==> config.mk <==
export PLATFORM = sky130hd
export DESIGN_NAME = pe_cfg_sequencer_flat
export DESIGN_NICKNAME = d
export VERILOG_FILES = /design/src/rtl/pe_cfg_sequencer_if.sv /design/src/rtl/pe_cfg_sequencer.sv /design/src/flat_wrapper.sv
export SDC_FILE = /design/constraint.sdc
export NUM_CORES = 1
export LEC_CHECK = 0
export BUFFER_PORTS_ARGS = -buffer_cell sky130_fd_sc_hd__buf_4
export CAP_MARGIN = 25
export CELL_PAD_IN_SITES_DETAIL_PLACEMENT = 1
export CELL_PAD_IN_SITES_GLOBAL_PLACEMENT = 1
export CORE_ASPECT_RATIO = 1.5
export CORE_MARGIN = 2
export CORE_UTILIZATION = 42
export CTS_BUF_LIST = sky130_fd_sc_hd__clkbuf_8
export DETAILED_ROUTE_END_ITERATION = 6
export PLACE_DENSITY_LB_ADDON = 0.2
export SETUP_SLACK_MARGIN = 0.1
export SLEW_MARGIN = 20
export SYNTH_ARGS = -nofsm -noshare
export SYNTH_HDL_FRONTEND = slang
export SYNTH_SLANG_ARGS = --single-unit
==> constraint.sdc <==
create_clock -name clk -period 3.6 [get_ports clk]
set_input_delay 0 -clock clk [delete_from_list [all_inputs] [get_ports clk]]
set_output_delay 0 -clock clk [all_outputs]
set_load 0.02 [all_outputs]
==> src/rtl/pe_cfg_sequencer_if.sv <==
// ---------------------------------------------------------------------------
// pe_cfg_sequencer_if
//
// Instruction stream interface between the host/DMA side and the PE
// configuration sequencer. It uses a plain valid/ready handshake.
//
// Parameters:
//   INST_W  - width of one PE instruction word
//
// Signals:
//   s_valid - producer has an instruction word on s_data
//   s_ready - sequencer accepts a word this cycle
//   s_data  - instruction word
//
// Modports:
//   master  - producer side (drives s_valid/s_data, observes s_ready)
//   slave   - sequencer side (observes s_valid/s_data, drives s_ready)
// ---------------------------------------------------------------------------
interface pe_cfg_sequencer_if #(
  parameter int INST_W = 28
);
  logic              s_valid;
  logic              s_ready;
  logic [INST_W-1:0] s_data;

  modport master (output s_valid, output s_data, input  s_ready);
  modport slave  (input  s_valid, input  s_data, output s_ready);
endinterface

==> src/rtl/pe_cfg_sequencer.sv <==
// ---------------------------------------------------------------------------
// pe_cfg_sequencer
//
// Configuration and run sequencer for an array of PEs. A sequence has these
// steps:
//   1. Clear the PEs for one cycle.
//   2. Load NUM_PE*n instruction words in PE-major order. Each PE receives
//      n consecutive words, one per context.
//   3. Leave one idle gap cycle.
//   4. Issue n run strobes. The run_hold input can stall these strobes.
//   5. Let the PE pipeline drain for two cycles.
//   6. Pulse done.
//
// Parameters:
//   NUM_PE  - number of PEs (one init_en bit each)
//   INST_W  - PE instruction width
//   DEPTH   - PE context buffer depth; num_ctx is clamped to this value
//   CTX_W   - width of num_ctx
//
// Ports:
//   clk, rst      - clock and synchronous active-high reset
//   start         - begins a sequence; sampled only when idle
//   num_ctx       - contexts per PE; sampled together with start
//   run_hold      - suppresses the run strobe while high
//   s             - instruction stream (slave side of pe_cfg_sequencer_if)
//   pe_rst        - PE reset: rst, or the single clear cycle
//   pe_inst       - registered instruction bus shared by all PEs
//   init_en       - registered one-hot per-PE init strobe
//   run           - PE run strobe
//   busy          - high whenever a sequence is in progress
//   done          - one-cycle pulse at the end of a sequence
//   stall_cycles  - optional. Counts LOAD cycles without s_valid plus RUN
//                   cycles with run_hold.
//
// Optional feature: define PE_CFG_STALL_CNT_EN to add the stall_cycles
// output and its counter.
// ---------------------------------------------------------------------------
module pe_cfg_sequencer #(
  parameter int NUM_PE = 16,
  parameter int INST_W = 28,
  parameter int DEPTH  = 16,
  parameter int CTX_W  = $clog2(DEPTH) + 1
) (
  input  logic                clk,
  input  logic                rst,
  input  logic                start,
  input  logic [CTX_W-1:0]    num_ctx,
  input  logic                run_hold,
  pe_cfg_sequencer_if.slave   s,
  output logic                pe_rst,
  output logic [INST_W-1:0]   pe_inst,
  output logic [NUM_PE-1:0]   init_en,
  output logic                run,
  output logic                busy,
  output logic                done
`ifdef PE_CFG_STALL_CNT_EN
  ,
  output logic [31:0]         stall_cycles
`endif
);

  localparam int PE_W = (NUM_PE > 1) ? $clog2(NUM_PE) : 1;

  localparam logic [CTX_W-1:0] DEPTH_C = CTX_W'(DEPTH);
  localparam logic [PE_W-1:0]  LAST_PE = PE_W'(NUM_PE - 1);

  typedef enum logic [2:0] {
    ST_IDLE,
    ST_CLR,
    ST_LOAD,
    ST_GAP,
    ST_RUN,
    ST_DRAIN,
    ST_DONE
  } state_t;

  state_t           state;
  logic [CTX_W-1:0] n_lat;      // clamped context count for this sequence
  logic [CTX_W-1:0] ctx_idx;    // context being loaded into the current PE
  logic [PE_W-1:0]  pe_idx;     // PE currently being loaded
  logic [CTX_W-1:0] run_cnt;    // run strobes issued so far
  logic             drain_cnt;  // second drain cycle flag

  logic [CTX_W-1:0] n_clamped;
  logic [CTX_W-1:0] n_last;
  logic             hs;

  assign n_clamped = (num_ctx > DEPTH_C) ? DEPTH_C : num_ctx;
  assign n_last    = n_lat - CTX_W'(1);

  // These outputs decode the state register directly. s_ready must drop in
  // the cycle after the final handshake, and that happens because the
  // state has already moved to GAP.
  assign s.s_ready = (state == ST_LOAD);
  assign hs        = s.s_valid & s.s_ready;
  assign run       = (state == ST_RUN) & ~run_hold;
  assign busy      = (state != ST_IDLE);
  assign done      = (state == ST_DONE);
  assign pe_rst    = rst | (state == ST_CLR);

  // NOTE: sequential state is written with non-blocking assignments so that
  // every register samples the pre-edge values of the others.
  always_ff @(posedge clk) begin
    if (rst) begin
      state     <= ST_IDLE;
      n_lat     <= '0;
      ctx_idx   <= '0;
      pe_idx    <= '0;
      run_cnt   <= '0;
      drain_cnt <= 1'b0;
      pe_inst   <= '0;
      init_en   <= '0;
    end else begin
      // The init strobe lasts only one cycle per accepted word. pe_inst
      // keeps the last word so the bus stays quiet during RUN.
      init_en <= '0;
      if (hs) begin
        pe_inst <= s.s_data;
        init_en <= NUM_PE'(1) << pe_idx;
      end

      case (state)
        ST_IDLE: begin
          if (start) begin
            n_lat <= n_clamped;
            state <= ST_CLR;
          end
        end

        ST_CLR: begin
          ctx_idx   <= '0;
          pe_idx    <= '0;
          run_cnt   <= '0;
          drain_cnt <= 1'b0;
          state     <= (n_lat == '0) ? ST_DONE : ST_LOAD;
        end

        ST_LOAD: begin
          if (hs) begin
            if (ctx_idx == n_last) begin
              ctx_idx <= '0;
              if (pe_idx == LAST_PE) begin
                pe_idx <= '0;
                state  <= ST_GAP;
              end else begin
                pe_idx <= pe_idx + PE_W'(1);
              end
            end else begin
              ctx_idx <= ctx_idx + CTX_W'(1);
            end
          end
        end

        // In this cycle the final init_en is visible and run is held low.
        // Without the gap, the PE would give init priority over run and
        // lose the first run strobe.
        ST_GAP: state <= ST_RUN;

        ST_RUN: begin
          if (run) begin
            run_cnt <= run_cnt + CTX_W'(1);
            if (run_cnt == n_last) state <= ST_DRAIN;
          end
        end

        // Two cycles: one for the PE instruction register, one for the
        // result register.
        ST_DRAIN: begin
          drain_cnt <= ~drain_cnt;
          if (drain_cnt) state <= ST_DONE;
        end

        ST_DONE: state <= ST_IDLE;

        default: state <= ST_IDLE;
      endcase
    end
  end

`ifdef PE_CFG_STALL_CNT_EN
  // The count is held after DONE, so software can read it until the next
  // sequence clears it.
  always_ff @(posedge clk) begin
    if (rst) begin
      stall_cycles <= '0;
    end else if (state == ST_CLR) begin
      stall_cycles <= '0;
    end else if (((state == ST_LOAD) && !s.s_valid) ||
                 ((state == ST_RUN) && run_hold)) begin
      stall_cycles <= stall_cycles + 32'd1;
    end
  end
`endif

endmodule

==> src/flat_wrapper.sv <==
// flat-port wrapper written by rule: the top's interface ports become plain ports
module pe_cfg_sequencer_flat 
#(
  parameter int NUM_PE = 16,
  parameter int INST_W = 28,
  parameter int DEPTH  = 16,
  parameter int CTX_W  = $clog2(DEPTH) + 1
)
  (clk, rst, start, num_ctx, run_hold, pe_rst, pe_inst, init_en, run, busy, done, s_s_valid, s_s_data, s_s_ready);
  pe_cfg_sequencer_if #(.INST_W(INST_W)) s_i ();
  input  logic clk;
  input  logic rst;
  input  logic start;
  input  logic [CTX_W-1:0] num_ctx;
  input  logic run_hold;
  output logic pe_rst;
  output logic [INST_W-1:0] pe_inst;
  output logic [NUM_PE-1:0] init_en;
  output logic run;
  output logic busy;
  output logic done;
  input wire logic [$bits(s_i.s_valid)-1:0] s_s_valid;
  input wire logic [$bits(s_i.s_data)-1:0] s_s_data;
  output wire logic [$bits(s_i.s_ready)-1:0] s_s_ready;
  assign s_i.s_valid = s_s_valid;
  assign s_i.s_data = s_s_data;
  assign s_s_ready = s_i.s_ready;
  pe_cfg_sequencer #(.NUM_PE(NUM_PE), .INST_W(INST_W), .DEPTH(DEPTH), .CTX_W(CTX_W)) u_core (.clk(clk), .rst(rst), .start(start), .num_ctx(num_ctx), .run_hold(run_hold), .s(s_i), .pe_rst(pe_rst), .pe_inst(pe_inst), .init_en(init_en), .run(run), .busy(busy), .done(done));
endmodule
# ---- After elaboration in Yosys (flattened, before gate mapping)
# Cells that the tools add are included.
dict set report word_totals {
  ff_bits 67
  wordCells 68
  input_bits 38
  out_inout_bits 49
}
dict set report op_classes {
  addsub 4
  n_shift 1
  mux 20
  n_eq_ne 16
  reduce_logical 12
  n_lt_le_gt_ge 1
  bitwise_logic 6
}
# operator count
set ops {}
lappend ops {{3-bit two-way mux} 8}
lappend ops {{5-bit two-way mux} 4}
lappend ops {{5-bit case mux with 2 select lines} 2}
lappend ops {{3-bit case mux with 6 select lines} 1}
lappend ops {{1-bit by 4-bit left shift with 16-bit output, first input constant} 1}
lappend ops {{4-bit two-way mux} 3}
lappend ops {{2-bit != test, second input constant} 6}
lappend ops {{5-bit by 1-bit adder with 5-bit output, second input constant} 2}
lappend ops {{5-bit equality test} 2}
lappend ops {{3-bit equality test, second input constant} 3}
lappend ops {{4-bit case mux with 2 select lines} 1}
lappend ops {{7-bit AND reduction} 1}
lappend ops {{3-bit by 2-bit equality test with 1-bit output, second input constant} 2}
lappend ops {{2-bit AND reduction} 3}
lappend ops {{2-bit nonzero test} 3}
lappend ops {{5-bit > comparator, second input constant} 1}
lappend ops {{5-bit zero test} 1}
lappend ops {{5-bit by 1-bit subtractor with 5-bit output, second input constant} 1}
lappend ops {{4-bit by 1-bit adder with 4-bit output, second input constant} 1}
lappend ops {{4-bit equality test, second input constant} 1}
lappend ops {{3-bit by 1-bit equality test with 1-bit output, second input constant} 1}
lappend ops {{3-bit zero test} 1}
lappend ops {{1-bit inverter} 3}
lappend ops {{3-bit AND reduction} 1}
lappend ops {{other kinds (6)} 7}

# ---- Longest topological paths before layout
# Gate-level depths: netlist of the first run.
dict set report logic_depth {
  depth_word 5
  mapped_depth 8
  ltp_nobuf 7
}

# ---- Least setup slack after synthesis of the first run
# Ideal clock, no wire load.
dict set report synth_path {
  kind {reg2reg}
  startpoint {register u_core.n_lat[0]}
  endpoint {register u_core.state[0]}
  setup_time_ps 103
  arrival_time_ps 1846
  stages_incl_launch_ff 9
  setup_slack_ps 1650
  path_buffers 1
  path_cell_list {dfxtp_1 buf_6 inv_1 ha_1 nor2b_1 xnor2_1 o41ai_2 nand4_1 a2111oi_2}
}
dict set report synth_via {
  elab_chain_len 4
  elab_cells_between_ends 6
  cone_classes {1 x add/sub; 4 x eq/ne; 1 x reduce/logical}
}
# element line
set synth_lines {}
lappend synth_lines {{start: declaration} pe_cfg_sequencer.sv:78} ;# logic [CTX_W-1:0] n_lat;
lappend synth_lines {{start signal: assignment} pe_cfg_sequencer.sv:125} ;# n_lat <= n_clamped;
lappend synth_lines {{5-bit by 1-bit subtractor with 5-bit output (*)} pe_cfg_sequencer.sv:89} ;# assign n_last = n_lat - CTX_W'(1);
lappend synth_lines {{5-bit equality test, on equally long branches} {pe_cfg_sequencer.sv:140, pe_cfg_sequencer.sv:162}}
lappend synth_lines {{2-bit != test (no source line)} n/a}
lappend synth_lines {{7-bit AND reduction (no source line) (*)} n/a}
lappend synth_lines {{end signal: assignment} pe_cfg_sequencer.sv:135} ;# state <= (n_lat == '0) ? ST_DONE : ST_LOAD;
lappend synth_lines {{end: declaration} pe_cfg_sequencer.sv:77} ;# state_t state;
# Mark *: on every way between the ends. The rest lies on a longest branch, timed or not.
# A chain may end at the register's enable or synchronous reset.

# ---- Final worst setup path of the first run
dict set report layout_path {
  startpoint {register u_core.n_lat[0]}
  endpoint {register u_core.pe_idx[0]}
}
dict set report layout_via {
  elab_chain_len 4
}
# element line
set layout_lines {}
lappend layout_lines {{5-bit by 1-bit subtractor with 5-bit output} pe_cfg_sequencer.sv:89}
lappend layout_lines {{5-bit equality test} pe_cfg_sequencer.sv:140} ;# if (ctx_idx == n_last) begin
lappend layout_lines {{2-bit != test (no source line)} n/a}
lappend layout_lines {{3-bit AND reduction (no source line)} n/a}
lappend layout_lines {{end signal: assignment} pe_cfg_sequencer.sv:146} ;# pe_idx <= pe_idx + PE_W'(1);
lappend layout_lines {{end: declaration} pe_cfg_sequencer.sv:80} ;# logic [PE_W-1:0] pe_idx;
# No other way between the ends.

==> results of run 1 <==
layer usage:
layer	part of all wire	track usage	routed length [um]
met1	0.37	0.278	3690
met2	0.54	0.499	5340
met3	0.041	0.0685	407
met5	0	0	0
met4	0.046	0.154	454
sequential cells by signal (all words and copies together), names as in the netlist:
| name | count |
|---|---|
| u_core.run_cnt | 5 |
| u_core.pe_idx | 4 |
| u_core.ctx_idx | 5 |
| u_core.init_en | 16 |
| u_core.pe_inst | 28 |
| u_core.n_lat | 5 |
| u_core.drain_cnt | 1 |
| u_core.state | 3 |
timing repair:
item,CTS,global route
setup endpoints to repair,0,0
setup buffers,0,0
endpoints found under the hold margin,34,0
hold buffers,34,0
worst reg2reg max path, delay by kind of cell, from the launching register on:
| kind | cells | cell delay [ps] |
|---|---|---|
| DFF | 1 | 480 |
| muxes | 1 | 320 |
| buffers and inverters | 1 | 100 |
| xor gates and xnor gates | 1 | 160 |
| AOI/OAI and AO/OA | 2 | 730 |
| adders and majority gates | 1 | 260 |
| and+or+nand+nor | 1 | 180 |
cell families after synthesis:
kind of cell	Yosys count	synth area share
and+or+nand+nor	149	0.256
buffers and inverters	23	0.0334
DFF	67	0.472
xor gates and xnor gates	17	0.0576
muxes	4	0.0150
adders and majority gates	9	0.0396
AOI/OAI and AO/OA	59	0.127
cells in the mapped netlist (2+ instances only):
master / n / area share
nand2_1: 68 / 0.090
dfxtp_1: 67 / 0.47
a21oi_1: 40 / 0.070
nor2_1: 22 / 0.029
and3_1: 12 / 0.026
clkbuf_1: 12 / 0.016
and2_1: 9 / 0.020
ha_1: 9 / 0.040
xnor2_1: 8 / 0.025
xor2_1: 8 / 0.025
inv_1: 7 / 0.0092
nand3b_1: 6 / 0.016
nor3_1: 6 / 0.011
nand2b_1: 5 / 0.011
nand4_1: 5 / 0.011
nor2b_1: 3 / 0.0066
nor4_1: 3 / 0.0066
a22oi_1: 2 / 0.0053
a311oi_1: 2 / 0.0062
a31o_2: 2 / 0.0062
a31oi_1: 2 / 0.0044
buf_1: 2 / 0.0026
mux2_2: 2 / 0.0079
mux2i_1: 2 / 0.0070
o21ai_0: 2 / 0.0035
o31ai_1: 2 / 0.0053
or2_2: 2 / 0.0044
or3b_2: 2 / 0.0062
metrics by stage:
step | std cells | instance area (um^2) | hold slack, ps | util
finish | 525 | 4080 | 74.2 | 0.625
global route | 525 | 4080 | 109 | 0.625
CTS | 525 | 4080 | 76.1 | 0.625
detailed placement | 476 | 3530 | 256 | 0.541
global placement | 476 | 3530 | 247 | 0.541
floorplan | 328 | 2840 | 136 | -
power by group:
group / switching (W) / total [W] / leakage [nW] / internal, W
Sequential: 0.0000900 / 0.000893 / 0.541 / 0.000803
Clock: 0.000306 / 0.000688 / 0.110 / 0.000383
Combinational: 0.000385 / 0.000665 / 1.08 / 0.000280
Total: 0.000781 / 0.00225 / 1.73 / 0.00146
how the worst min path moves through the flow:
stage,start,endpoint,slack (ps),cells past startpoint
after floorplan,num_ctx[4],u_core.n_lat[4],140,2
after global placement,s_s_data[21],u_core.pe_inst[21],250,3
after global routing,run_hold,u_core.run_cnt[0],110,4
after detailed placement,s_s_data[14],u_core.pe_inst[14],260,3
final,run_hold,u_core.run_cnt[0],70,4
after CTS,run_hold,u_core.run_cnt[0],80,4
layout make-up:
class	instances	area, um^2
inverters	7	26.3
repair buffers	122	1000
multi-input cells	238	1410
well taps	76	95.1
clock inverters	6	82.6
clock buffers	9	124
flip-flops and latches	67	1340
fillers	752	2450
==> out/results.ini, run 1 <==
[place]
place_ws_ps=1360
hpwlAfterDp_mm=5.38
place.gp.congestion=0.761
port-buffer-count=86

[setup_path]
cp.arrival_ps=2580
cp-start-kind=flip-flop
critPathSlowestCell=o41ai_2
crit_family=compound AO/OA/AOI/OAI gates
crit_chain=inv_1, ha_1, nor2b_1, xnor2_1, o41ai_2, a31oi_1, mux2_2
worst-path-buf-inv=1
critPathLaunch=u_core.n_lat[0]
critical-path-max-stage-delay_ps=500
r2r-end=u_core.pe_idx[0]
rr_worst_depth=7
end_kind=flip-flop
crit_fanout=7
r2r_setup_slack_ps=1260
crit-reg2reg-launch=u_core.n_lat[0]
crit_path_end=u_core.pe_idx[0]
critPathKind=reg2reg
crit_cells=7
cp.required_ps=3840

[synth]
synth_seq_area_share=0.472
postSynthCellCount=328
ys_types=44
async_flop_share=0
synth_enable_flop_cells=0
syn_area_per_cell_um2=8.67
ys_ff_latch=67
synth_area_um2=2840
ys.flop_type=dfxtp_1
ys_warn_count=0
syn_nets=375

[sta]
min_period_ps=2340
worstMarginPinSlew_ps=629
relSlewSlack=0.579
max_freq_ghz=0.428
fin_skew_ps=18.2
tns_ps=0
postLayoutSetupSlackWorst_ps=1260
min_period_over_period=0.650
rsz0062_at_grt=no
slew_violations=0
setup_violations=0
hold_viol_final=0

[pwr]
p_leak_nw=1.73
ir_worst_vdd_v=0.000452
cellPowerDensity_nw_per_um2=550
power_w=0.00225

[die]
start_util=0.435
pin_count=87
die_x_um=71.2
std_cell_rows=36
coreArea_um2=6530
die_h_um=105
die-area_um2=7460

[cells_and_area]
area_growth_pct=43.5
nets=492
layout-drive-gt1-share=0.256
insertedDiodeCount=0
final_common_cell=buf_4
final_cell_mix=buf_4, nand2_1, dfxtp_1, a21oi_1, dlygate4sd3_1

[grt]
gr-total-overflow=0
gr-usage-all-layers=0.275
grt_pass1_wl_mm=16.0
grt_pass1_vias=3197
grt_max_degree=51
antenna_found_initial=0

[hold_path]
worstHoldPathType=in2reg

[drt]
drc=0
routed-via-count=2855
drtPass1Iterations=4
dr.first_iter.drc_count=139
routed_wirelength_mm=9.89
routedWlPerCell_um=18.8
avgViaCountPerCell=5.44
postRouteAntennaNets=0

[clock_tree]
cts.sinks=67
cts_buffer_depth=2
clock_latency_ps=360
cts-htree-levels=3
postCtsResizedCells=0
cts_made_buffers=9
clk_pin_slew_ps=70
tritoncts=yes
root_buffer=clkbuf_8

[job]
drv_cap=0

[outcome]
status=completed

(Power assumes the default switching activity.)
==> inputs of run 2 (changes only) <==
- CORE_UTILIZATION: 42 -> 39
- clock period: 3.6 -> 2.25 ns (I/O delays scaled with it)
==> run 2 against run 1 <==
Clock power increased by 48%. Global-route usage decreased by 4.5 points. Final area increased by 2.0%. Wire length decreased by 12%. Critical path type unchanged. Worst hold slack got worse by 6.6 ps. Final cell count rose by 2.7%. First-iteration DRC count fell by 19%. Clock skew decreased by 5.4 ps.
==> out/results.ini, run 2 (synthesized netlist as in run 1, its figures left out) <==
[cells_and_area]
nets=501  ; +1.8%
multi_input_area_um2=1420  ; +0.71%
layoutNonFillerInstCount=539  ; +2.7%
largestRegisters=u_core.pe_inst x28, u_core.init_en x16
final_cell_mix=buf_4, nand2_1, dfxtp_1, a21oi_1, dlygate4sd3_1
fill_cells=836  ; +11%
seqCellArea_um2=1350  ; +0.37%
layout-drive-gt1-share=0.283  ; +0.0271
insertedDiodeCount=0  ; unchanged
final_common_cell=buf_4
regMostFlops=u_core.pe_inst
largest_register_ffs=28  ; unchanged
area_growth_pct=46.3

[drt]
drtPass1Iterations=4  ; unchanged
routedWlPerCell_um=16.2  ; -14%
postRouteAntennaNets=0  ; unchanged
drt-met1-wl_mm=3.44  ; -6.7%
routed.top_layer=met4
dr.first_iter.drc_count=112  ; -19%
routed_wirelength_mm=8.73  ; -12%
wl_met2_mm=4.91  ; -8.0%
drc=0  ; unchanged
avgViaCountPerCell=5.09  ; -6.5%
dr_wl_met3_um=307  ; -25%
routed-via-count=2742  ; -4.0%

[place]
port-buffer-count=86  ; unchanged
hpwlAfterDp_mm=5.56  ; +3.4%
dp.cells=486  ; +2.1%
place.gp.congestion=0.777  ; +2.2%

[sta]
slew_violations=0  ; unchanged
hold_viol_final=0  ; unchanged
min_period_ps=2120  ; -223 ps
relSlewSlack=0.611  ; +0.0319
rsz0062_at_grt=yes
max_freq_ghz=0.473  ; +11%
fin_skew_ps=12.8  ; -5.35 ps
setup_violations=0  ; unchanged
worstMarginPinSlew_ps=579  ; -50.5 ps
min_period_over_period=0.940  ; +0.291
tns_ps=0  ; unchanged

[clock_tree]
cts.sinks=67  ; unchanged
clock_latency_ps=350  ; about the same
cts_buffer_depth=2  ; unchanged
clk_pin_slew_ps=80  ; about the same
tritoncts=yes
cts-htree-levels=3  ; unchanged
cts_made_buffers=9  ; unchanged
root_buffer=clkbuf_8

[setup_path]
end_kind=flip-flop
crit_fanout=6  ; -1
critPathKind=reg2reg
cp.arrival_ps=2400  ; -180 ps
cp.required_ps=2530  ; -1310 ps
cp-start-kind=flip-flop
r2r_setup_slack_ps=130  ; -1130 ps

[die]
die-area_um2=8010  ; +7.3%
die_h_um=109  ; +3.6%
start_util=0.399  ; -0.0367
std_cell_rows=38  ; +5.6%
pin_count=87  ; unchanged
coreArea_um2=7130  ; +9.2%
die_x_um=73.7  ; +3.6%

[grt]
gr-total-overflow=0  ; unchanged
grt_pass1_vias=2930  ; -8.4%
grt_pass1_wl_mm=14.0  ; -12%
gr-usage-all-layers=0.230  ; -0.0448
grt_max_degree=51  ; unchanged
antenna_found_initial=0  ; unchanged

[pwr]
ir_worst_vdd_v=0.000442  ; -2.3%
p_leak_nw=1.78  ; +3.1%
cellPowerDensity_nw_per_um2=858  ; +56%

[outcome]
status=completed

[hold_path]
worstHoldPathType=in2reg

[job]
drv_cap=0  ; unchanged

## run 2: cell types whose count changed in the layout (fill, tap and decap cells not counted), sizes merged
| cell | delta |
|---|---|
| clkbuf | +1 |
| bufinv | -1 |
| clkinv | +1 |
| buf | +9 |
## run 2: critical path, stage by stage, from the launching register on
cell and delay, ps:
dfxtp_4 380, inv_1 50, ha_2 200, nor2b_4 140
xnor2_1 150, o41ai_2 450, buf_4 180, buf_4 120
a31o_2 190, mux2i_1 180
## run 2: final cells by class
cell class	count	area share
multi-input combinational	238	0.341
sequential	67	0.324
clock buffer	10	0.0331
clock inverter	6	0.0150
tap	80	0.0241
timing repair buffer	131	0.257
inverter	7	0.00631
## run 2: metal layers
layer,vias to the layer above,GRT usage
li1,1368,-
met1,1308,0.261
met2,60,0.416
met3,6,0.0457
met4,0,0.0857
met5,-,0
## run 2: worst paths after layout
check / start / to / depth (start not counted)
worst max-delay path: u_core.n_lat[0] / u_core.pe_idx[1] / 9
worst min-delay path: run_hold / u_core.run_cnt[0] / 4
worst max register to register: u_core.n_lat[0] / u_core.pe_idx[1] / 9
worst min register to register: u_core.pe_inst[26] / u_core.pe_inst[26] / 2
## run 2: timing repair
action                                  4_1_cts  5_1_grt
endpoints found under the setup margin        0       10
hold endpoints to repair                     34        0
buffers inserted                              0        3
gates resized for setup                       0        6
hold buffers                                 34        0
## run 2: stage by stage
| stage | power, W | util | hold slack, ps | worst slack, ps | instance area (um^2) |
|---|---|---|---|---|---|
| floorplan | 0.00208 | - | 136 | 300 | 2840 |
| finish | 0.00357 | 0.584 | 67.6 | 135 | 4160 |
| global placement | 0.00246 | 0.502 | 248 | 266 | 3580 |
| global route | 0.00376 | 0.584 | 98.8 | 26.5 | 4160 |
| CTS | 0.00355 | 0.578 | 47.1 | 112 | 4120 |
| detailed placement | 0.00249 | 0.502 | 261 | 151 | 3580 |
## run 2: power by group
part | total [W] | switching, W | internal, W
Combinational | 0.00116 | 0.000646 | 0.000515
Clock | 0.00102 | 0.000480 | 0.000542
Sequential | 0.00139 | 0.000104 | 0.00128
Total | 0.00357 | 0.00123 | 0.00234
==> inputs of run 3 (changes only) <==
- CELL_PAD_IN_SITES_DETAIL_PLACEMENT: 1 -> 0
- PLACE_DENSITY_LB_ADDON: 0.2 -> 0.1
==> run 3 against run 2 <==
Non-clock buffer count is 1 lower. Highest routed layer unchanged. Sequential power about the same. Via count decreased by 3.1%. Worst hold slack worse by 13 ps. Clock skew fell by 5.4 ps. Die area unchanged. Global-route usage shrank 3.9 points. Clock power down 8%. Critical endpoint is now u_core.state[0]. Count of clock-buffer cells in the layout rose by 2.
==> out/results.ini, run 3 (synthesized netlist as in run 1, its figures left out) <==
[outcome]
status=completed

[sta]
rsz0062_at_grt=no
max_freq_ghz=0.501  ; +6.0%
worstMarginPinSlew_ps=539  ; -39.7 ps
setup_violations=0  ; unchanged
min_period_ps=2000  ; -120 ps
slew_violations=0  ; unchanged
relSlewSlack=0.641  ; +0.0300
hold_viol_final=0  ; unchanged
holdWs_ps=54.3  ; -13.3 ps
fin_skew_ps=7.44  ; -5.40 ps
tns_ps=0  ; unchanged
min_period_over_period=0.887  ; -0.0534

[cells_and_area]
final_cell_mix=buf_4, nand2_1, dfxtp_1, a21oi_1, dlygate4sd3_1
area_growth_pct=45.4
insertedDiodeCount=0  ; unchanged
seqCellArea_um2=1350  ; unchanged
fill_cells=688  ; -18%
largest_register_ffs=28  ; unchanged
multi_input_area_um2=1410  ; -0.53%
design_area_um2=4140  ; -0.63%
final_common_cell=buf_4
layout-drive-gt1-share=0.276  ; -0.00751
finish.utilization=0.580  ; -0.00368
nets=500  ; -0.20%
regMostFlops=u_core.pe_inst
largestRegisters=u_core.pe_inst x28, u_core.init_en x16

[drt]
dr.first_iter.drc_count=145  ; +29%
avgViaCountPerCell=4.95  ; -2.8%
postRouteAntennaNets=0  ; unchanged
drc=0  ; unchanged
routed_wirelength_mm=7.07  ; -19%
routedWlPerCell_um=13.2  ; -19%
drtPass1Iterations=4  ; unchanged
routed-via-count=2656  ; -3.1%

[setup_path]
crit_chain=inv_1, ha_1, nor2b_2, xnor2_1, o41ai_2, buf_4, nand4_1, a2111oi_2
critPathSlowestCell=dfxtp_4
crit-reg2reg-launch=u_core.n_lat[0]
cp.arrival_ps=2230  ; -170 ps
cp-start-kind=flip-flop
r2r-end=u_core.state[0]
critical-path-max-stage-delay_ps=380  ; -70 ps
r2r_setup_slack_ps=250  ; +120 ps
end_kind=flip-flop
cp.required_ps=2490  ; -40 ps
rr_worst_depth=8  ; -1
crit_fanout=7  ; +1
critPathKind=reg2reg

[place]
port-buffer-count=86  ; unchanged
place_area_um2=3580  ; unchanged
place.gp.congestion=0.763  ; -1.8%
hpwlAfterDp_mm=4.82  ; -13%

[grt]
grt_pass1_vias=2610  ; -11%
grt_pass1_wl_mm=11.7  ; -16%
gr-usage-all-layers=0.191  ; -0.0393
antenna_found_initial=0  ; unchanged
gr-total-overflow=0  ; unchanged
grt_max_degree=51  ; unchanged

[clock_tree]
tritoncts=yes
cts-htree-levels=3  ; unchanged
cts_made_buffers=9  ; unchanged
clock_latency_ps=350  ; about the same
clk_pin_slew_ps=70  ; about the same
cts_buffer_depth=2  ; unchanged
root_buffer=clkbuf_8
cts.sinks=67  ; unchanged

[die]
pin_count=87  ; unchanged
die-area_um2=8010  ; unchanged
coreArea_um2=7130  ; unchanged
start_util=0.399  ; unchanged
die_x_um=73.7  ; unchanged
std_cell_rows=38  ; unchanged
die_h_um=109  ; unchanged

[hold_path]
hold_path.startpoint=run_hold
hold_end=u_core.run_cnt[0]
worstHoldPathType=in2reg
whs_path_depth=4  ; unchanged

[pwr]
ir_worst_vdd_v=0.000457  ; +3.6%
seq_power_share=0.402  ; +0.013
power_frac_clock=0.274  ; -0.012
pwr-share-comb=0.325  ; about the same
power_w=0.00343  ; -3.8%
p_sw_w=0.00116  ; -5.7%
p_int_w=0.00227  ; -2.9%
p_leak_nw=1.76  ; -1.5%
switching_share=0.338  ; -0.00655
cellPowerDensity_nw_per_um2=830  ; -3.2%

[job]
drv_cap=0  ; unchanged

## run 3: critical path, delay by kind of cell, from the launching register on
kind	cells	cell delay (ps)
fa+ha+maj	1	230
flops	1	380
simple gates	2	290
buf+inv	2	220
compound gates	2	630
xor+xnor	1	150
## run 3: area by class of cell
| type | instances | share of cell area |
|---|---|---|
| Clock buffer | 12 | 0.0399 |
| Clock inverter | 3 | 0.00514 |
| Inverter | 7 | 0.00635 |
| Multi-Input combinational cell | 238 | 0.342 |
| Sequential cell | 67 | 0.326 |
| Tap cell | 80 | 0.0242 |
| Timing Repair Buffer | 130 | 0.257 |
## run 3: power groups by stage
stage,logic (W),clock network [W],registers [W]
floorplan,0.000636,0,0.00144
global placement,0.00106,0,0.00140
detailed placement,0.00106,0,0.00141
CTS,0.00112,0.000976,0.00138
global route,0.00123,0.00102,0.00140
finish,0.00112,0.000939,0.00138
## run 3: through the flow
stage,cells,setup WS [ps]
floorplan,328,300
global placement,486,264
detailed placement,486,180
CTS,536,143
global route,537,129
finish,537,255
## run 3: metal layers
| metal | routed length [um] | vias up | GRT usage |
|---|---|---|---|
| met2 | 3550 | 66 | 0.318 |
| li1 | - | 1363 | - |
| met3 | 311 | 13 | 0.0447 |
| met4 | 173 | 0 | 0.104 |
| met1 | 3040 | 1214 | 0.222 |
| met5 | 0 | - | 0 |
## run 3: repair_timing
| action | 4_1_cts | 5_1_grt |
|---|---|---|
| gates resized for setup | 0 | 4 |
| setup buffers | 0 | 1 |
| hold buffers | 35 | 0 |
| setup endpoints to repair | 0 | 10 |
| endpoints found under the hold margin | 34 | 0 |
## run 3: worst max-delay path by stage
stage	start	to	slack (ps)	cells after the start
after floorplan	u_core.n_lat[0]	u_core.state[0]	300	8
after global placement	u_core.n_lat[0]	u_core.state[0]	260	7
after detailed placement	u_core.n_lat[0]	u_core.state[0]	180	7
after CTS	u_core.n_lat[0]	u_core.state[0]	140	7
after global routing	u_core.n_lat[0]	u_core.state[0]	130	8
final	u_core.n_lat[0]	u_core.state[0]	250	8
